`config.mk`:
```
export PLATFORM = sky130hd
export DESIGN_NAME = hazard_forward_ctrl
export DESIGN_NICKNAME = d
export VERILOG_FILES = /design/src/rtl/hazard_forward_ctrl.sv
export SDC_FILE = /design/constraint.sdc
export NUM_CORES = 1
export LEC_CHECK = 0
export ABC_CLOCK_PERIOD_IN_PS = 4600
export CAP_MARGIN = 20
export CORE_MARGIN = 2
export CORE_UTILIZATION = 47
export CTS_CLUSTER_DIAMETER = 80
export DETAILED_ROUTE_END_ITERATION = 8
export PLACE_DENSITY_LB_ADDON = 0.25
export RECOVER_POWER = 100
export SLEW_MARGIN = 20
export SYNTH_ARGS = -nofsm -noshare
export SYNTH_HDL_FRONTEND = slang
export SYNTH_SLANG_ARGS = --single-unit
export TNS_END_PERCENT = 1
```
`constraint.sdc`:
```
create_clock -name clk -period 4.6 [get_ports clk]
set_clock_uncertainty 0.05 [all_clocks]
set_input_delay 0.46 -clock clk [delete_from_list [all_inputs] [get_ports clk]]
set_output_delay 0.46 -clock clk [all_outputs]
set_load 0.02 [all_outputs]
```
`src/rtl/hazard_forward_ctrl.sv`:
```
// rtl/hazard_forward_ctrl.sv - RAW forwarding, load-use stall and branch flush control
module hazard_forward_ctrl #(
    parameter int REG_AW     = 5,
    parameter int LOAD_STALL = 2
) (
    input  logic              clk,
    input  logic              reset_n,
    input  logic              en,
    input  logic [REG_AW-1:0] AA_dec,
    input  logic [REG_AW-1:0] BA_dec,
    input  logic [REG_AW-1:0] DA_dec,
    input  logic              MA_dec,
    input  logic              MB_dec,
    input  logic              RW_dec,
    input  logic              LD_dec,
    input  logic              BR_taken,
    output logic              HA,
    output logic              HB,
    output logic              stall,
    output logic              flush,
    output logic              bubble
);

    localparam int CW = $clog2(LOAD_STALL + 1);
    localparam logic [CW-1:0] CNT_INIT = CW'(LOAD_STALL - 1);
    localparam logic [CW-1:0] CNT_ONE  = CW'(1);

    typedef enum logic {
        ST_RUN   = 1'b0,
        ST_STALL = 1'b1
    } state_t;

    state_t            state_q, state_d;
    logic [CW-1:0]     cnt_q, cnt_d;
    logic [REG_AW-1:0] ex_da_q, ex_da_d;
    logic              ex_rw_q, ex_rw_d;
    logic              ex_ld_q, ex_ld_d;

    logic run;
    logic match_a;
    logic match_b;
    logic luse;

    // Hazard detection and control outputs from the EX record and the DOF operands
    always_comb begin
        run     = (state_q == ST_RUN);
        match_a = ex_rw_q && (ex_da_q == AA_dec) && (AA_dec != '0) && !MA_dec;
        match_b = ex_rw_q && (ex_da_q == BA_dec) && (BA_dec != '0) && !MB_dec;
        luse    = ex_ld_q && (match_a || match_b) && run;
        HA      = match_a && !ex_ld_q && run;
        HB      = match_b && !ex_ld_q && run;
        // A taken branch squashes the dependent instruction, so it overrides any stall
        stall   = (luse || (state_q == ST_STALL)) && !BR_taken;
        flush   = BR_taken && reset_n;
        bubble  = stall || flush;
    end

    // Next EX record and stall sequencing; everything holds while en is low
    always_comb begin
        state_d = state_q;
        cnt_d   = cnt_q;
        ex_da_d = ex_da_q;
        ex_rw_d = ex_rw_q;
        ex_ld_d = ex_ld_q;
        if (en) begin
            if (bubble) begin
                ex_da_d = '0;
                ex_rw_d = 1'b0;
                ex_ld_d = 1'b0;
            end else begin
                ex_da_d = DA_dec;
                ex_rw_d = RW_dec;
                ex_ld_d = LD_dec;
            end

            if (BR_taken) begin
                state_d = ST_RUN;
                cnt_d   = '0;
            end else if (state_q == ST_STALL) begin
                if (cnt_q == CNT_ONE) begin
                    state_d = ST_RUN;
                    cnt_d   = '0;
                end else begin
                    cnt_d = cnt_q - CNT_ONE;
                end
            end else if (luse && (LOAD_STALL > 1)) begin
                // With a single stall cycle the EX bubble alone clears the hazard
                state_d = ST_STALL;
                cnt_d   = CNT_INIT;
            end
        end
    end

    // State, counter and EX destination record registers
    always_ff @(posedge clk or negedge reset_n) begin
        if (!reset_n) begin
            state_q <= ST_RUN;
            cnt_q   <= '0;
            ex_da_q <= '0;
            ex_rw_q <= 1'b0;
            ex_ld_q <= 1'b0;
        end else begin
            state_q <= state_d;
            cnt_q   <= cnt_d;
            ex_da_q <= ex_da_d;
            ex_rw_q <= ex_rw_d;
            ex_ld_q <= ex_ld_d;
        end
    end

endmodule

```
Yosys cells after proc, flatten, opt, wreduce, memory -nomap -nowiden:

Index checks and enable logic that the tools add are counted.

* ROM bits: 0
* output and inout port bits: 5
* memory bits (writable): 0
* word-level logic and storage cells: 46
* bits of input ports: 23
* memories kept: 0
* bits in latches: 0
* register bits: 10

* reductions and logical operators: 25
* div/mod/pow operators: 0
* add/subtract/negate cells: 1
* order comparisons: 0
* equal/unequal tests: 3
* bitwise operators: 1
* multiply operators: 0
* muxes and demuxes: 11
* shift operators: 0

Operator list (count)
* 1-bit logical AND: 14
* 5-bit equality test: 2
* 5-bit nonzero test: 2
* 2-bit two-way mux: 4
* 1-bit two-way mux: 6
* 5-bit two-way mux: 1
* 1-bit zero test: 4
* 1-bit logical OR: 3
* 3-bit nonzero test: 1
* 2-bit by 1-bit equality test with 1-bit output (second input constant): 1
* 2-bit AND reduction: 1
* 2-bit by 1-bit subtractor with 2-bit output (second input constant): 1
* 1-bit NOT: 1

Longest topological paths before layout:

Gate-level depths: netlist of run 1.

* word-level depth: 11
* depth in mapped cells: 6
* depth with buffers taken out: 5

Worst setup path after synthesis of run 1:

Ideal clock, no wire load.

* kind: input to output
* from: input port AA_dec[0]
* to: output port stall
* slack: 2303 ps
* buffers on the path: 0
* arrival: 1787 ps
* data required time: 4090 ps
* cell stages on the path: 5
* cells stage by stage: xor2_1 a2111o_1 nor4_2 nor2_1 a21oi_1

* word-level cells in the longest chain between the ends: 9

Ends and longest elaborated chain
* start, declared: line 9 `input logic [REG_AW-1:0] AA_dec,`
* 5-bit equality test: line 47 `match_a = ex_rw_q && (ex_da_q == AA_dec) && (AA_dec != '0) && !MA_dec;`
* 1-bit logical AND: line 47
* 1-bit logical AND (*) (2 in a row): line 47
* 1-bit logical OR (*): line 49 `luse = ex_ld_q && (match_a || match_b) && run;`
* 1-bit logical AND (*) (2 in a row): line 49
* 1-bit logical OR (*): line 53 `stall = (luse || (state_q == ST_STALL)) && !BR_taken;`
* 1-bit logical AND (*): line 53
* end, declared: line 19 `output logic stall,`

Mark *: on every way between the ends. The rest lies on a longest branch, timed or not.

Worst setup path after layout of run 1:

Ends and elaborated chain as after synthesis.

==> results of run 1 <==
## per-stage QoR
| stage | cells | worst slack [ns] | utilization [%] |
|---|---|---|---|
| 2_1_floorplan | 98 | 2.30 | - |
| 3_3_place_gp | 137 | 1.40 | 68.9 |
| 3_5_place_dp | 137 | 1.35 | 68.9 |
| 4_1_cts | 141 | 1.32 | 71.3 |
| 5_1_grt | 141 | 0.934 | 69.5 |
| 6_report | 141 | 1.07 | 69.5 |
## cells in the mapped netlist
cell type,n,share of area [%]
nand2_1,17,8.2
dfrtp_1,10,32
o21ai_0,10,6.5
nand3_1,7,4.5
o21ai_2,7,7.9
nor2_1,6,2.9
xor2_1,6,6.8
inv_1,5,2.4
a21oi_1,4,2.6
clkbuf_1,4,1.9
xnor2_1,3,3.4
nor3_1,2,1.3
nor4_1,2,1.6
or4_1,2,1.9
a2111o_1,1,1.5
a31o_1,1,1.1
and2_1,1,0.81
and3_1,1,0.81
and4b_4,1,1.8
and4bb_2,1,1.6
ha_1,1,1.6
nand2b_1,1,0.81
nand4b_1,1,1.1
nor2b_1,1,0.81
nor4_2,1,1.6
o31ai_1,1,0.97
or2_4,1,1.1
## critical path: stages
cell and delay (ns):
dlygate4sd3_1 0.57, xor2_1 0.17, a2111o_1 0.36, nor4_1 0.43
nor2_1 0.17, a21oi_1 0.17, dlygate4sd3_1 0.68
## worst paths after layout
path                                 start  slack (ns)  cells after the start          to
worst min register to register    cnt_q[1]        0.47                      1    cnt_q[1]
min in group asynchronous          reset_n        0.56                      1    cnt_q[1]
worst max-delay path             AA_dec[0]        1.07                      7       stall
worst min-delay path              cnt_q[1]        0.47                      1    cnt_q[1]
max in group asynchronous          reset_n        3.58                      1  ex_da_q[0]
worst max register to register  ex_da_q[0]        2.47                      5     ex_ld_q
## cell type report
class | count | area, sq um
multi-input combinational | 79 | 463
tap | 16 | 20.0
inverter | 5 | 18.8
clock buffer | 4 | 36.3
sequential | 10 | 250
fill | 127 | 465
timing repair buffer | 27 | 270
## state kept, by name, summed over array words and instances, names as in the netlist
name and cells:
ex_ld_q 1, cnt_q 2, ex_rw_q 1, ex_da_q 5, state_q 1
## cells by family after synthesis
family                   synth area share [%]
AO/OA/AOI/OAI                            20.5
XOR/XNOR                                 10.2
adder cells (fa/ha/maj)                  1.62
buffers and inverters                    4.36
flip-flops                               32.3
AND/OR/NAND/NOR                          31.0
## power groups by stage
stage / Sequential [W] / Combinational, W / Clock (W)
floorplan: 0.000105 / 0.0000408 / 0
global placement: 0.000107 / 0.0000706 / 0
detailed placement: 0.000107 / 0.0000726 / 0
CTS: 0.000106 / 0.0000730 / 0.0000832
global route: 0.000108 / 0.0000765 / 0.0000883
finish: 0.000106 / 0.0000683 / 0.0000811
## layer usage
layer	GRT usage [%]	up-vias	wire, um
li1	-	399	-
met2	35.1	30	861
met1	29.9	351	865
met4	8.48	0	17
met5	0	-	0
met3	4.08	2	152
==> run_results.csv, run 1 <==
group,metric,value,unit
clocking,cts_inserted_buffers,3,
global_routing,grt_first_pass_wirelength,3.27,mm
clocking,hold_buffers,0,
floorplanning,ios,28,
floorplanning,die_y,44.6,um
clocking,post_cts_resized,0,
sta,setup_viol,0,
global_routing,grt.total_usage,22.2,%
yosys,synth_area_per_cell,7.90,sq um
clocking,clock_sinks,10,
clocking,clock_path_buffers,2,
clocking,ctsHtreeMaxLevel,1,
power,power_density,241,mW/mm^2
drt,first_pass_iters,4,
drt,ant_nets,0,
clocking,cts_tree,"done",
yosys,syn_area,774,sq um
floorplanning,num_rows,14,
layout,antenna_cells,0,
worst_setup_path,cp.arrival,3.02,ns
floorplanning,initial_core_util,50.8,%
sta,rsz0062_at_grt,"no",
layout,final_cell_mix,"clkdlybuf4s50_1 (20), nand2_1 (17), o21ai_0 (15)",
drt,drt_wl_total,1.90,mm
layout,areaGrowthSynthToFinish,36.7,%
yosys,syn-num-nets,122,
power,p_leak,0.451,nW
min_path,hold_path.class,"flop to flop",
worst_setup_path,cp-start-kind,"input port",
floorplanning,die_width,44.6,um
yosys,yosys_warnings,0,
global_routing,grt_pass1_vias,737,
sta,fmaxAchievable,0.284,GHz
drt,via_per_inst,5.55,
power,p_comb_share,26.7,%
power,pwr-share-clk,31.7,%
yosys,synthCells,98,
clocking,clkTransAtPathRegs,0.08,ns
sta,maxSlewHeadroom,53.4,%
power,p_switching,0.0000744,W
run,drv_cap,0,
drt,drtIter0Drc,18,
sta,finalSetupTns,0,ns
yosys,ys_seq_area_share,32.3,%
layout,nets,150,
power,power_switching_share,29.1,%
sta,final_max_slew_viol_count,0,
sta,finalCritPeriodShare,76.7,%
outcome,status,"finished clean",
global_routing,grt-ovfl-total,0,
sta,holdWs,0.468,ns
worst_setup_path,worstSetupEndpointType,"primary output",
drt,wl_per_cell,13.4,um
place,dpl-instance-area,0.00105,sq mm
worst_setup_path,worstSetupPathType,"input port to primary output",
clocking,clkLatencyLatePin,0.27,ns
power,p_int,0.000181,W
layout,design_area,0.00106,sq mm
floorplanning,coreArea,0.00152,sq mm
place,io_buffer_count,27,
yosys,ys_ff_latch,10,
clocking,cts-root-buf,"clkbuf_4",
yosys,yosysUniqueCellTypes,27,
power,p_seq_share,41.5,%
floorplanning,dieArea,0.00199,sq mm
sta,hold_viol,0,
sta,worst_slew_pin_slew,0.697,ns
drt,via_count,782,
layout,drive_gt1_share,6.40,%
worst_setup_path,path_max_fanout,4,
power,peakVddDrop,0.149,mV
drt,drc,0,
place,post-dp-hpwl,1.43,mm
clocking,postCtsSetupRepairBufs,0,
worst_setup_path,worstPathRequired,4.09,ns
global_routing,antenna_found_initial,0,
layout,final_common_cell,"clkdlybuf4s50_1",
place,finalWeightedCongestion,0.790,
global_routing,grt_max_degree,25,
power,finalPower,0.000255,W
sta,fin_crit,3.53,ns
No activity file was read; power rests on OpenSTA's default activity.
==> inputs of run 2 (changes only) <==
--- a/config.mk
+++ b/config.mk
@@ -5,10 +5,10 @@
 export SDC_FILE = /design/constraint.sdc
 export NUM_CORES = 1
 export LEC_CHECK = 0
-export ABC_CLOCK_PERIOD_IN_PS = 4600
+export ABC_CLOCK_PERIOD_IN_PS = 2900
 export CAP_MARGIN = 20
 export CORE_MARGIN = 2
-export CORE_UTILIZATION = 47
+export CORE_UTILIZATION = 39
 export CTS_CLUSTER_DIAMETER = 80
 export DETAILED_ROUTE_END_ITERATION = 8
 export PLACE_DENSITY_LB_ADDON = 0.25
==> constraint.sdc (replaced) <==
create_clock -name clk -period 2.9 [get_ports clk]
set_clock_uncertainty 0.05 [all_clocks]
set_input_delay 0.29 -clock clk [delete_from_list [all_inputs] [get_ports clk]]
set_output_delay 0.29 -clock clk [all_outputs]
set_load 0.02 [all_outputs]
==> run_results.csv, run 2 (synthesis results as in run 1) <==
group,metric,value,unit
layout,areaGrowthSynthToFinish,42.2,%
drt,drt_wl_total,1.97,mm
sta,rsz0062_at_grt,"no",
sta,finalWorstSetupSlack,0.262,ns
drt,drc,0,
drt,ant_nets,0,
worst_setup_path,worstSetupEndpointType,"primary output",
min_path,min_from,"cnt_q[1]",
sta,worst_slew_pin_slew,0.682,ns
clocking,clkTransAtPathRegs,0.07,ns
clocking,cts-root-buf,"clkbuf_4",
floorplanning,dieArea,0.00236,sq mm
floorplanning,die_width,48.6,um
worst_setup_path,r2r_end,"ex_da_q[4]",
layout,largest_reg_flops,5,
power,peakVddDrop,0.244,mV
worst_setup_path,worstSetupPathType,"input port to primary output",
floorplanning,die_y,48.6,um
clocking,clock_path_buffers,2,
drt,first_pass_iters,3,
global_routing,grt_max_degree,25,
worst_setup_path,rrSetupSlack,0.66,ns
clocking,clock_sinks,10,
layout,nets,154,
drt,wl_per_cell,12.6,um
layout,top_register,"ex_da_q",
floorplanning,initial_core_util,40.3,%
outcome,status,"finished clean",
sta,hold_viol,0,
place,dpl_worst_slack,0.0305,ns
layout,drive_gt1_share,9.30,%
layout,top_regs,"ex_da_q: 5 flops, cnt_q: 2 flops",
clocking,hold_buffers,0,
power,power_density,374,mW/mm^2
run,drv_cap,0,
floorplanning,num_rows,16,
worst_setup_path,cp-start-kind,"input port",
layout,fin_util,57.3,%
min_path,hold_depth,1,
place,post-dp-hpwl,1.48,mm
drt,drtIter0Drc,18,
clocking,ctsHtreeMaxLevel,1,
min_path,hold_path.class,"flop to flop",
sta,finalCritPeriodShare,91.0,%
clocking,postCtsSetupRepairBufs,0,
global_routing,antenna_found_initial,0,
place,dpl-instance-area,0.00109,sq mm
sta,maxSlewHeadroom,54.4,%
worst_setup_path,ff2ff_path_depth,6,
sta,setup_viol,0,
clocking,cts_tree,"done",
layout,final_cell_mix,"clkdlybuf4s50_1 (21), nand2_1 (17), o21ai_0 (15)",
worst_setup_path,r2r_start,"ex_da_q[0]",
global_routing,grt_pass1_vias,779,
layout,final_common_cell,"clkdlybuf4s50_1",
worst_setup_path,path_max_fanout,2,
drt,via_count,810,
sta,final_max_slew_viol_count,0,
power,p_leak,0.479,nW
global_routing,grt-ovfl-total,0,
layout,design_area,0.00110,sq mm
floorplanning,coreArea,0.00192,sq mm
sta,fin_crit,2.64,ns
place,finalWeightedCongestion,0.774,
clocking,cts_inserted_buffers,3,
global_routing,grt.total_usage,19.3,%
place,io_buffer_count,27,
sta,fmaxAchievable,0.379,GHz
min_path,hold_end,"cnt_q[1]",
global_routing,grt_first_pass_wirelength,3.51,mm
worst_setup_path,cp.arrival,2.30,ns
layout,fill_cells,187,
drt,via_per_inst,5.19,
clocking,clkLatencyLatePin,0.27,ns
sta,finalSetupTns,0,ns
floorplanning,ios,28,
worst_setup_path,worstPathRequired,2.56,ns
layout,antenna_cells,0,
[run 2: repair_timing]
| action | 4_1_cts | 5_1_grt |
|---|---|---|
| endpoints found under the setup margin | 0 | 2 |
| gates resized for setup | 0 | 5 |
| endpoints found under the hold margin | 0 | 0 |
[run 2: worst max-delay path, cell delays in order]
cell and delay, ns:
clkdlybuf4s50_1 0.46, xor2_1 0.18, a2111o_1 0.36, nor4_1 0.30, dlygate4sd3_1 0.71
[run 2: stage by stage]
| stage | instances | total power, W | hold WS (ns) |
|---|---|---|---|
| final | 156 | 0.000412 | 0.460 |
| after global routing | 156 | 0.000436 | 0.484 |
| after CTS | 156 | 0.000420 | 0.289 |
| after detailed placement | 152 | 0.000289 | 0.441 |
| after global placement | 152 | 0.000286 | 0.438 |
| after floorplan | 98 | 0.000231 | -0.0556 |
[run 2: worst max-delay path by stage]
stage,startpoint,endpoint,depth (start not counted)
after detailed placement,BA_dec[1],stall,7
after floorplan,ex_da_q[0],stall,5
after global routing,AA_dec[0],stall,7
after CTS,BA_dec[2],stall,7
final,AA_dec[0],HA,5
after global placement,AA_dec[0],stall,7
[run 2: final cells by class]
type | instances | area (sq um) | area share [%]
multi-input cells | 79 | 469 | 42.6
repair buffers | 31 | 293 | 26.6
flip-flops and latches | 10 | 250 | 22.7
clock buffers | 4 | 36.3 | 3.30
well taps | 27 | 33.8 | 3.07
inverters | 5 | 18.8 | 1.70
[run 2: layer usage]
| layer | global-route usage, % | vias to the layer above | wire, um |
|---|---|---|---|
| met1 | 24.1 | 381 | 903 |
| li1 | - | 404 | - |
| met4 | 8.57 | 0 | 40 |
| met3 | 4.94 | 5 | 101 |
| met5 | 0 | - | 0 |
| met2 | 31.5 | 20 | 924 |
[run 2: report_power, final]
group	leakage (nW)	internal (W)	switching, W
Clock	0.0210	0.0000764	0.0000551
Combinational	0.334	0.0000596	0.0000524
Sequential	0.124	0.000153	0.0000148
